[src/rtl/dmem_responder.sv]
// dmem_responder: single-outstanding load/store responder in front of a
// 16-bit word array, with request/response valid-ready handshakes.
// Optional access wait states are enabled by defining the macro DMEM_WAIT_EN;
// without it, the WAIT state and its counter are not built.
module dmem_responder #(
    parameter int DEPTH       = 16,
    parameter int WAIT_CYCLES = 2
) (
    input  logic        clk,
    input  logic        rst,
    input  logic        req_valid,
    output logic        req_ready,
    input  logic        req_we,
    input  logic [15:0] req_addr,
    input  logic [15:0] req_wdata,
    output logic        rsp_valid,
    input  logic        rsp_ready,
    output logic [15:0] rsp_rdata,
    output logic        rsp_err
);

    localparam int          AW      = (DEPTH > 1) ? $clog2(DEPTH) : 1;
    localparam logic [16:0] DEPTH_W = 17'(DEPTH);

    // Reject illegal parameter combinations at elaboration time
    generate
        if (DEPTH < 2 || DEPTH > 1024 || WAIT_CYCLES < 0 || WAIT_CYCLES > 15) begin : g_param_check
            $error("dmem_responder: DEPTH or WAIT_CYCLES out of range");
        end
    endgenerate

    typedef enum logic [1:0] {
        S_IDLE,
`ifdef DMEM_WAIT_EN
        S_WAIT,
`endif
        S_RESP
    } state_t;

    state_t state_q, state_d;
    logic   err_q, err_d;        // response is an out-of-range error
    logic   ld_ok_q, ld_ok_d;    // response carries valid load data
    logic   commit;              // this edge enters RESP and touches the array

    logic [15:0] mem_array [DEPTH];
    logic [15:0] mem_rdata_q;

    // Fields of the access being committed this cycle
    logic          cm_we;
    logic [15:0]   cm_addr;
    logic [15:0]   cm_wdata;
    logic          cm_in_range;
    logic [AW-1:0] cm_idx;

`ifdef DMEM_WAIT_EN
    localparam int EFF_WAIT = WAIT_CYCLES;
    logic [3:0]  cnt_q, cnt_d;
    logic        we_q, we_d;
    logic [15:0] addr_q, addr_d;
    logic [15:0] wdata_q, wdata_d;
`endif

    // Select commit source: live request from IDLE, latched request from WAIT
    always_comb begin
        cm_we    = req_we;
        cm_addr  = req_addr;
        cm_wdata = req_wdata;
`ifdef DMEM_WAIT_EN
        if (state_q != S_IDLE) begin
            cm_we    = we_q;
            cm_addr  = addr_q;
            cm_wdata = wdata_q;
        end
`endif
    end

    // Full 16-bit compare: high address bits never alias into the array
    assign cm_in_range = ({1'b0, cm_addr} < DEPTH_W);
    assign cm_idx      = cm_addr[AW-1:0];

    // Next-state, counter and response-flag logic
    always_comb begin
        state_d = state_q;
        err_d   = err_q;
        ld_ok_d = ld_ok_q;
        commit  = 1'b0;
`ifdef DMEM_WAIT_EN
        cnt_d   = cnt_q;
        we_d    = we_q;
        addr_d  = addr_q;
        wdata_d = wdata_q;
`endif
        case (state_q)
            S_IDLE: begin
                if (req_valid) begin
`ifdef DMEM_WAIT_EN
                    we_d    = req_we;
                    addr_d  = req_addr;
                    wdata_d = req_wdata;
                    if (EFF_WAIT == 0) begin
                        state_d = S_RESP;
                        commit  = 1'b1;
                    end else begin
                        state_d = S_WAIT;
                        cnt_d   = 4'(EFF_WAIT);
                    end
`else
                    state_d = S_RESP;
                    commit  = 1'b1;
`endif
                end
            end
`ifdef DMEM_WAIT_EN
            S_WAIT: begin
                // Counter hits zero on the same edge that enters RESP
                cnt_d = cnt_q - 4'd1;
                if (cnt_q <= 4'd1) begin
                    cnt_d   = 4'd0;
                    state_d = S_RESP;
                    commit  = 1'b1;
                end
            end
`endif
            S_RESP: begin
                if (rsp_ready) begin
                    state_d = S_IDLE;
                end
            end
            default: state_d = S_IDLE;
        endcase
        if (commit) begin
            err_d   = !cm_in_range;
            ld_ok_d = cm_in_range && !cm_we;
        end
    end

    // Control state register with synchronous reset
    always_ff @(posedge clk) begin
        if (rst) begin
            state_q <= S_IDLE;
            err_q   <= 1'b0;
            ld_ok_q <= 1'b0;
`ifdef DMEM_WAIT_EN
            cnt_q   <= 4'd0;
            we_q    <= 1'b0;
            addr_q  <= 16'd0;
            wdata_q <= 16'd0;
`endif
        end else begin
            state_q <= state_d;
            err_q   <= err_d;
            ld_ok_q <= ld_ok_d;
`ifdef DMEM_WAIT_EN
            cnt_q   <= cnt_d;
            we_q    <= we_d;
            addr_q  <= addr_d;
            wdata_q <= wdata_d;
`endif
        end
    end

    // Array write at commit; reset wins so an in-flight store is dropped
    always_ff @(posedge clk) begin
        if (commit && !rst && cm_in_range && cm_we) begin
            mem_array[cm_idx] <= cm_wdata;
        end
    end

    // Registered array read at commit; held through RESP since nothing else writes
    always_ff @(posedge clk) begin
        if (commit && !rst && cm_in_range && !cm_we) begin
            mem_rdata_q <= mem_array[cm_idx];
        end
    end

    assign req_ready = (state_q == S_IDLE);
    assign rsp_valid = (state_q == S_RESP);
    assign rsp_err   = rsp_valid && err_q;
    assign rsp_rdata = (rsp_valid && ld_ok_q) ? mem_rdata_q : 16'd0;

endmodule

[config.mk]
export PLATFORM = sky130hd
export DESIGN_NAME = dmem_responder
export DESIGN_NICKNAME = d
export VERILOG_FILES = /design/src/rtl/dmem_responder.sv
export SDC_FILE = /design/constraint.sdc
export NUM_CORES = 1
export LEC_CHECK = 0
export BUFFER_PORTS_ARGS = -buffer_cell sky130_fd_sc_hd__buf_2
export CAP_MARGIN = 5
export CORE_MARGIN = 8
export CORE_UTILIZATION = 57
export CTS_BUF_LIST = sky130_fd_sc_hd__clkbuf_4
export DETAILED_ROUTE_END_ITERATION = 7
export GPL_TIMING_DRIVEN = 0
export PLACE_DENSITY = 0.77
export SLEW_MARGIN = 0
export SYNTH_ARGS = -nofsm -noshare
export SYNTH_HDL_FRONTEND = slang
export SYNTH_SLANG_ARGS = --single-unit
[constraint.sdc]
create_clock -name clk -period 2.6 [get_ports clk]
set_input_delay 0 -clock clk [delete_from_list [all_inputs] [get_ports clk]]
set_output_delay 0 -clock clk [all_outputs]
set_load 0.005 [all_outputs]
Yosys cells after proc, flatten, opt, wreduce, memory -nomap -nowiden
Memory sizes are Yosys's and may differ from the RTL's. A register that Yosys moved wholly into a read port is not among the register bits.
Cells that the tools add are included.
{"block": "word_totals", "input_bits": 37, "reg_bits": 4, "wordCells": 28, "output_inout_bits": 19, "ram_bits": 256, "memories": 1}
{"name": "mem_array", "words": 16, "width": 16, "rd": 1, "rd_ports_with_merged_regs": 1, "wr": 1, "line_no": "45", "text": "logic [15:0] mem_array [DEPTH];"}
{"block": "op_classes", "muxes": 8, "eq_ne": 3, "reduce_logical": 12, "n_lt_le_gt_ge": 1}
{"operator": "$lt 16x5->1 const B", "count": 1}
{"operator": "$mux 16", "count": 1}
{"operator": "$logic_and 1x1->1", "count": 7}
{"operator": "$mux 1", "count": 4}
{"operator": "$mux 2", "count": 2}
{"operator": "$pmux 2 s2", "count": 1}
{"operator": "$logic_not 1->1", "count": 3}
{"operator": "$eq 2x1->1 const B", "count": 1}
{"operator": "$logic_not 2->1", "count": 1}
{"operator": "$ne 2x1->1 const B", "count": 1}
{"operator": "$ne 2x2->1 const B", "count": 1}
{"operator": "$reduce_and 2->1", "count": 1}

Depth between registers and ports, before layout
{"block": "depth", "word_depth": 7, "depth_mapped": 5, "mapped_depth_nobuf": 3}

Worst setup path before layout
Ideal clock, no wire load.
{"block": "synth_timing", "path_kind": "register -> register", "start": "register state_q[0]", "end": "register mem_rdata_q[0], read port of mem_array (enable)", "required_time_ps": 2168, "slack_ps": 6, "arrival_ps": 2162, "n_path_buf": 0, "path_stages_with_launch": 3, "period_less_slack_ps": 2594, "setup_time_ps": 432, "cell_sequence": "dfxtp_1 > nand2b_1 > nor4_1"}
{"block": "synth_via", "elab_chain_len": 5}
{"element": "start, declared", "line_no": "40", "text": "state_t state_q, state_d;"}
{"element": "start signal, assigned", "line_no": "150", "text": "state_q <= state_d;"}
{"element": "$logic_not 2->1", "line_no": "93", "text": "case (state_q)"}
{"element": "$mux 1", "line_no": "93"}
{"element": "$logic_and 1x1->1 (3 in series)", "line_no": "171", "text": "if (commit && !rst && cm_in_range && !cm_we) begin"}
{"element": "end, declared", "line_no": "46", "text": "logic [15:0] mem_rdata_q;"}
Every way passes these cells.
A chain may end at the register's enable or synchronous reset.

Final worst setup path
{"block": "layout_timing", "start": "register state_q[0]", "end": "memory mem_array[7][0] (enable)"}
{"block": "layout_via", "elab_chain_len": 7}
{"element": "$logic_not 2->1", "line_no": "93"}
{"element": "$mux 1", "line_no": "93"}
{"element": "$logic_and 1x1->1 (3 in series)", "line_no": "164", "text": "if (commit && !rst && cm_in_range && cm_we) begin"}
{"element": "$mux 1", "line_no": "164"}
{"element": "$mux 1 (not written as such)", "line_no": "165", "text": "mem_array[cm_idx] <= cm_wdata;"}
{"element": "end, declared", "line_no": "45"}
Every way passes these cells.

==> flow_metrics.env <==
export IMPL_outcome="finished with violations"
export IMPL_violations="setup timing"
export IMPL_grt_pass1_vias=6200
export IMPL_synth_area_mux_share_pct=14.3
export IMPL_end_kind="flip-flop"
export IMPL_numCtsBuffers=69
export IMPL_grt_pass1_wl_um=36200
export IMPL_crit_chain="nor3b_1 -> nand4_2 -> buf_6 -> nor3_2 -> buf_6"
export IMPL_syn_cell_area_um2=10600
export IMPL_syn_inst=491
export IMPL_drive_above_1_share_pct=36.1
export IMPL_die_w_um=153
export IMPL_ys_seq_area_share_pct=77.4
export IMPL_arrival_ns=2.92
export IMPL_route_met3_wl_um=2720
export IMPL_met1_length_um=9020
export IMPL_finalHoldViolCount=0
export IMPL_start_kind="flip-flop"
export IMPL_dieArea_um2=23300
export IMPL_cts_tree="built"
export IMPL_fp_dieH_um=153
export IMPL_cts_max_level=3
export IMPL_vias=5841
export IMPL_dp_hpwl_um=15600
export IMPL_clockBufferDepth=3
export IMPL_setup_viol=3
export IMPL_required_ns=2.92
export IMPL_gp_congestion=0.800
export IMPL_synth_seq_cells=275
export IMPL_ios=56
export IMPL_worstMarginPinSlew_ns=1.05
export IMPL_finalCritPeriodShare_pct=100
export IMPL_cts_num_sinks=275
export IMPL_skew_ns=0.0562
export IMPL_power_leakage_nw=4.37
export IMPL_dr_max_layer_used="met4"
export IMPL_grt_max_degree=17
export IMPL_initial_core_util_pct=57.4
export IMPL_crit_top_cell="buf_6"
export IMPL_routedWlPerCell_um=25.3
export IMPL_reg2reg_depth=5
export IMPL_most_common_layout_cells="272 x edfxtp_1, 97 x clkbuf_4, 57 x buf_2, 44 x mux4_2, 32 x a22oi_1"
export IMPL_num_rows=50
export IMPL_synth_compound_area_share_pct=2.48
export IMPL_r2r_end="mem_array[7][0]$_DFFE_PP_"
export IMPL_cts_root_buf="clkbuf_4"
export IMPL_coreArea_um2=18500
export IMPL_max_slew_margin_rel_pct=29.4
export IMPL_drt_pass1_iter_count=5
export IMPL_vdd_drop_max_uv=347
export IMPL_antenna_found_initial=1
export IMPL_ant_nets=0
export IMPL_worstSetupPathType="flip-flop to flip-flop"
export IMPL_syn_nets=528
export IMPL_slowest_stage="nor3_2"
export IMPL_synth_cell_types=25
export IMPL_drt_iter0_markers=799
export IMPL_clk_latency_ns=0.66
export IMPL_area_growth_pct=19.4
export IMPL_endpoint="mem_array[7][0]$_DFFE_PP_"
export IMPL_reg2reg_setup_slack_ns=-0.002
export IMPL_yosys_area_share_simple_pct=4.26
export IMPL_yosysWarnings=0
export IMPL_crit_path_max_incr_delay_ns=0.75
export IMPL_track_usage_pct=20.9
export IMPL_synth_area_per_cell_um2=21.7
export IMPL_period_needed_ns=2.60
export IMPL_synth_xor_area_share_pct=0
export IMPL_p_total_mw=8.77
export IMPL_synth_top_family_by_area="multiplexers"
export IMPL_fin_ws_ns=-0.00172
export IMPL_final_common_cell="edfxtp_1"
export IMPL_cp_startpoint="state_q[0]$_SDFFE_PP0P_"
export IMPL_grt_ovfl_total=0
export IMPL_reg2reg_from="state_q[0]$_SDFFE_PP0P_"
export IMPL_slew_viol_final=0
export IMPL_max_cap_violations=0
export IMPL_drc=0
export IMPL_rsz0062_at_grt="yes"
export IMPL_vias_per_cell=6.22
export IMPL_pre_cts_slack_ns=-0.0216
export IMPL_min_path_type="input port to flip-flop"
export IMPL_synthAdderAreaFrac_pct=0
export IMPL_wl_met2_um=11200
export IMPL_port_buffers=53
export IMPL_powerDensity_nw_per_um2=691
export IMPL_fin_tns_setup_ns=-0.00395
export IMPL_path_clk_slew_ns=0.06
export IMPL_finalNetCount=703
export IMPL_holdWs_ns=0.0373
export IMPL_path_max_fanout=10
export IMPL_routed_wl_um=23800
export IMPL_fmax_mhz=384
metrics by stage:
step | instances | utilization [%] | area, um^2
2_1_floorplan | 491 | - | 10600
3_3_place_gp | 778 | 60.4 | 11200
3_5_place_dp | 799 | 62.3 | 11500
4_1_cts | 938 | 68.5 | 12700
5_1_grt | 939 | 68.6 | 12700
6_report | 939 | 68.6 | 12700
metal layers:
layer / GRT usage, % / vias to the layer above
li1: - / 2470
met1: 27.3 / 2906
met2: 31.9 / 404
met3: 6.04 / 61
met4: 10.2 / 0
met5: 0 / -
final cells by class:
type | count | area [um^2]
flip-flops and latches | 275 | 8230
fillers | 1091 | 5820
clock inverters | 12 | 98.8
clock buffers | 97 | 728
diodes | 1 | 2.50
repair buffers | 104 | 817
multi-input cells | 185 | 2360
plain buffers | 29 | 166
inverters | 2 | 7.51
well taps | 234 | 293
critical path: cells and delay by family, from the launching register on:
family | cells | cell delay [ns]
flops | 1 | 0.34
buf+inv | 2 | 0.57
simple gates | 3 | 1.35
flip-flops by register name, indices dropped and copies added, names as in the netlist:
| register | cells |
|---|---|
| state_q | 1 |
| err_q | 1 |
| mem_rdata_q | 16 |
| mem_array | 256 |
| ld_ok_q | 1 |
synth_stat cells:
| cell type | instances | share of area (%) |
|---|---|---|
| nand2_1 | 30 | 1.1 |
| nand2b_1 | 2 | 0.12 |
| buf_6 | 6 | 0.64 |
| edfxtp_1 | 272 | 77 |
| mux4_2 | 44 | 9.3 |
| a22oi_1 | 32 | 2.3 |
| and2_1 | 2 | 0.12 |
| nand4_2 | 1 | 0.12 |
| nor4_2 | 3 | 0.35 |
| nor2b_1 | 4 | 0.24 |
| nor3_1 | 16 | 0.75 |
| inv_1 | 2 | 0.071 |
| buf_2 | 4 | 0.19 |
| mux4_1 | 20 | 4.9 |
| nor2_1 | 2 | 0.071 |
| a31o_2 | 1 | 0.082 |
| and3_1 | 16 | 0.94 |
| nand4_1 | 1 | 0.059 |
| a21oi_1 | 3 | 0.14 |
| dfxtp_1 | 3 | 0.56 |
| nor4_1 | 1 | 0.059 |
| clkbuf_1 | 17 | 0.60 |
| nor3b_1 | 2 | 0.14 |
| nand3_1 | 5 | 0.24 |
| buf_4 | 2 | 0.14 |
worst min path at each step:
stage                      startpoint                         end  slack (ns)  cells past startpoint
after floorplan                   rst          err_q$_SDFFE_PP0N_        0.07                      1
after global placement            rst          err_q$_SDFFE_PP0N_        0.22                      2
after detailed placement          rst     state_q[0]$_SDFFE_PP0P_        0.24                      2
after CTS                 req_addr[1]   mem_rdata_q[15]$_DFFE_PP_        0.01                      4
after global routing      req_addr[7]  mem_array[13][2]$_DFFE_PP_        0.03                      4
final                     req_addr[1]   mem_rdata_q[15]$_DFFE_PP_        0.04                      4
kinds of logic (layout without fill, tap and decap cells):
group,count (synthesis),after routing
AO/OA/AOI/OAI,36,36
buffers and inverters,31,244
flip-flops,275,275
multiplexers,64,64
other,0,1
AND/OR/NAND/NOR,85,85
repair_timing:
action / 4_1_cts / 5_1_grt
buffers inserted: 0 / 0
gates resized for setup: 4 / 2
hold endpoints to repair: 280 / 0
setup endpoints to repair: 24 / 41
hold buffers: 30 / 0
where the power goes:
group	switching [mW]	internal, mW
sequential	0.00180	4.87
clock	1.58	1.90
combinational	0.244	0.174
Note: power is estimated with default switching activity, not from simulation.
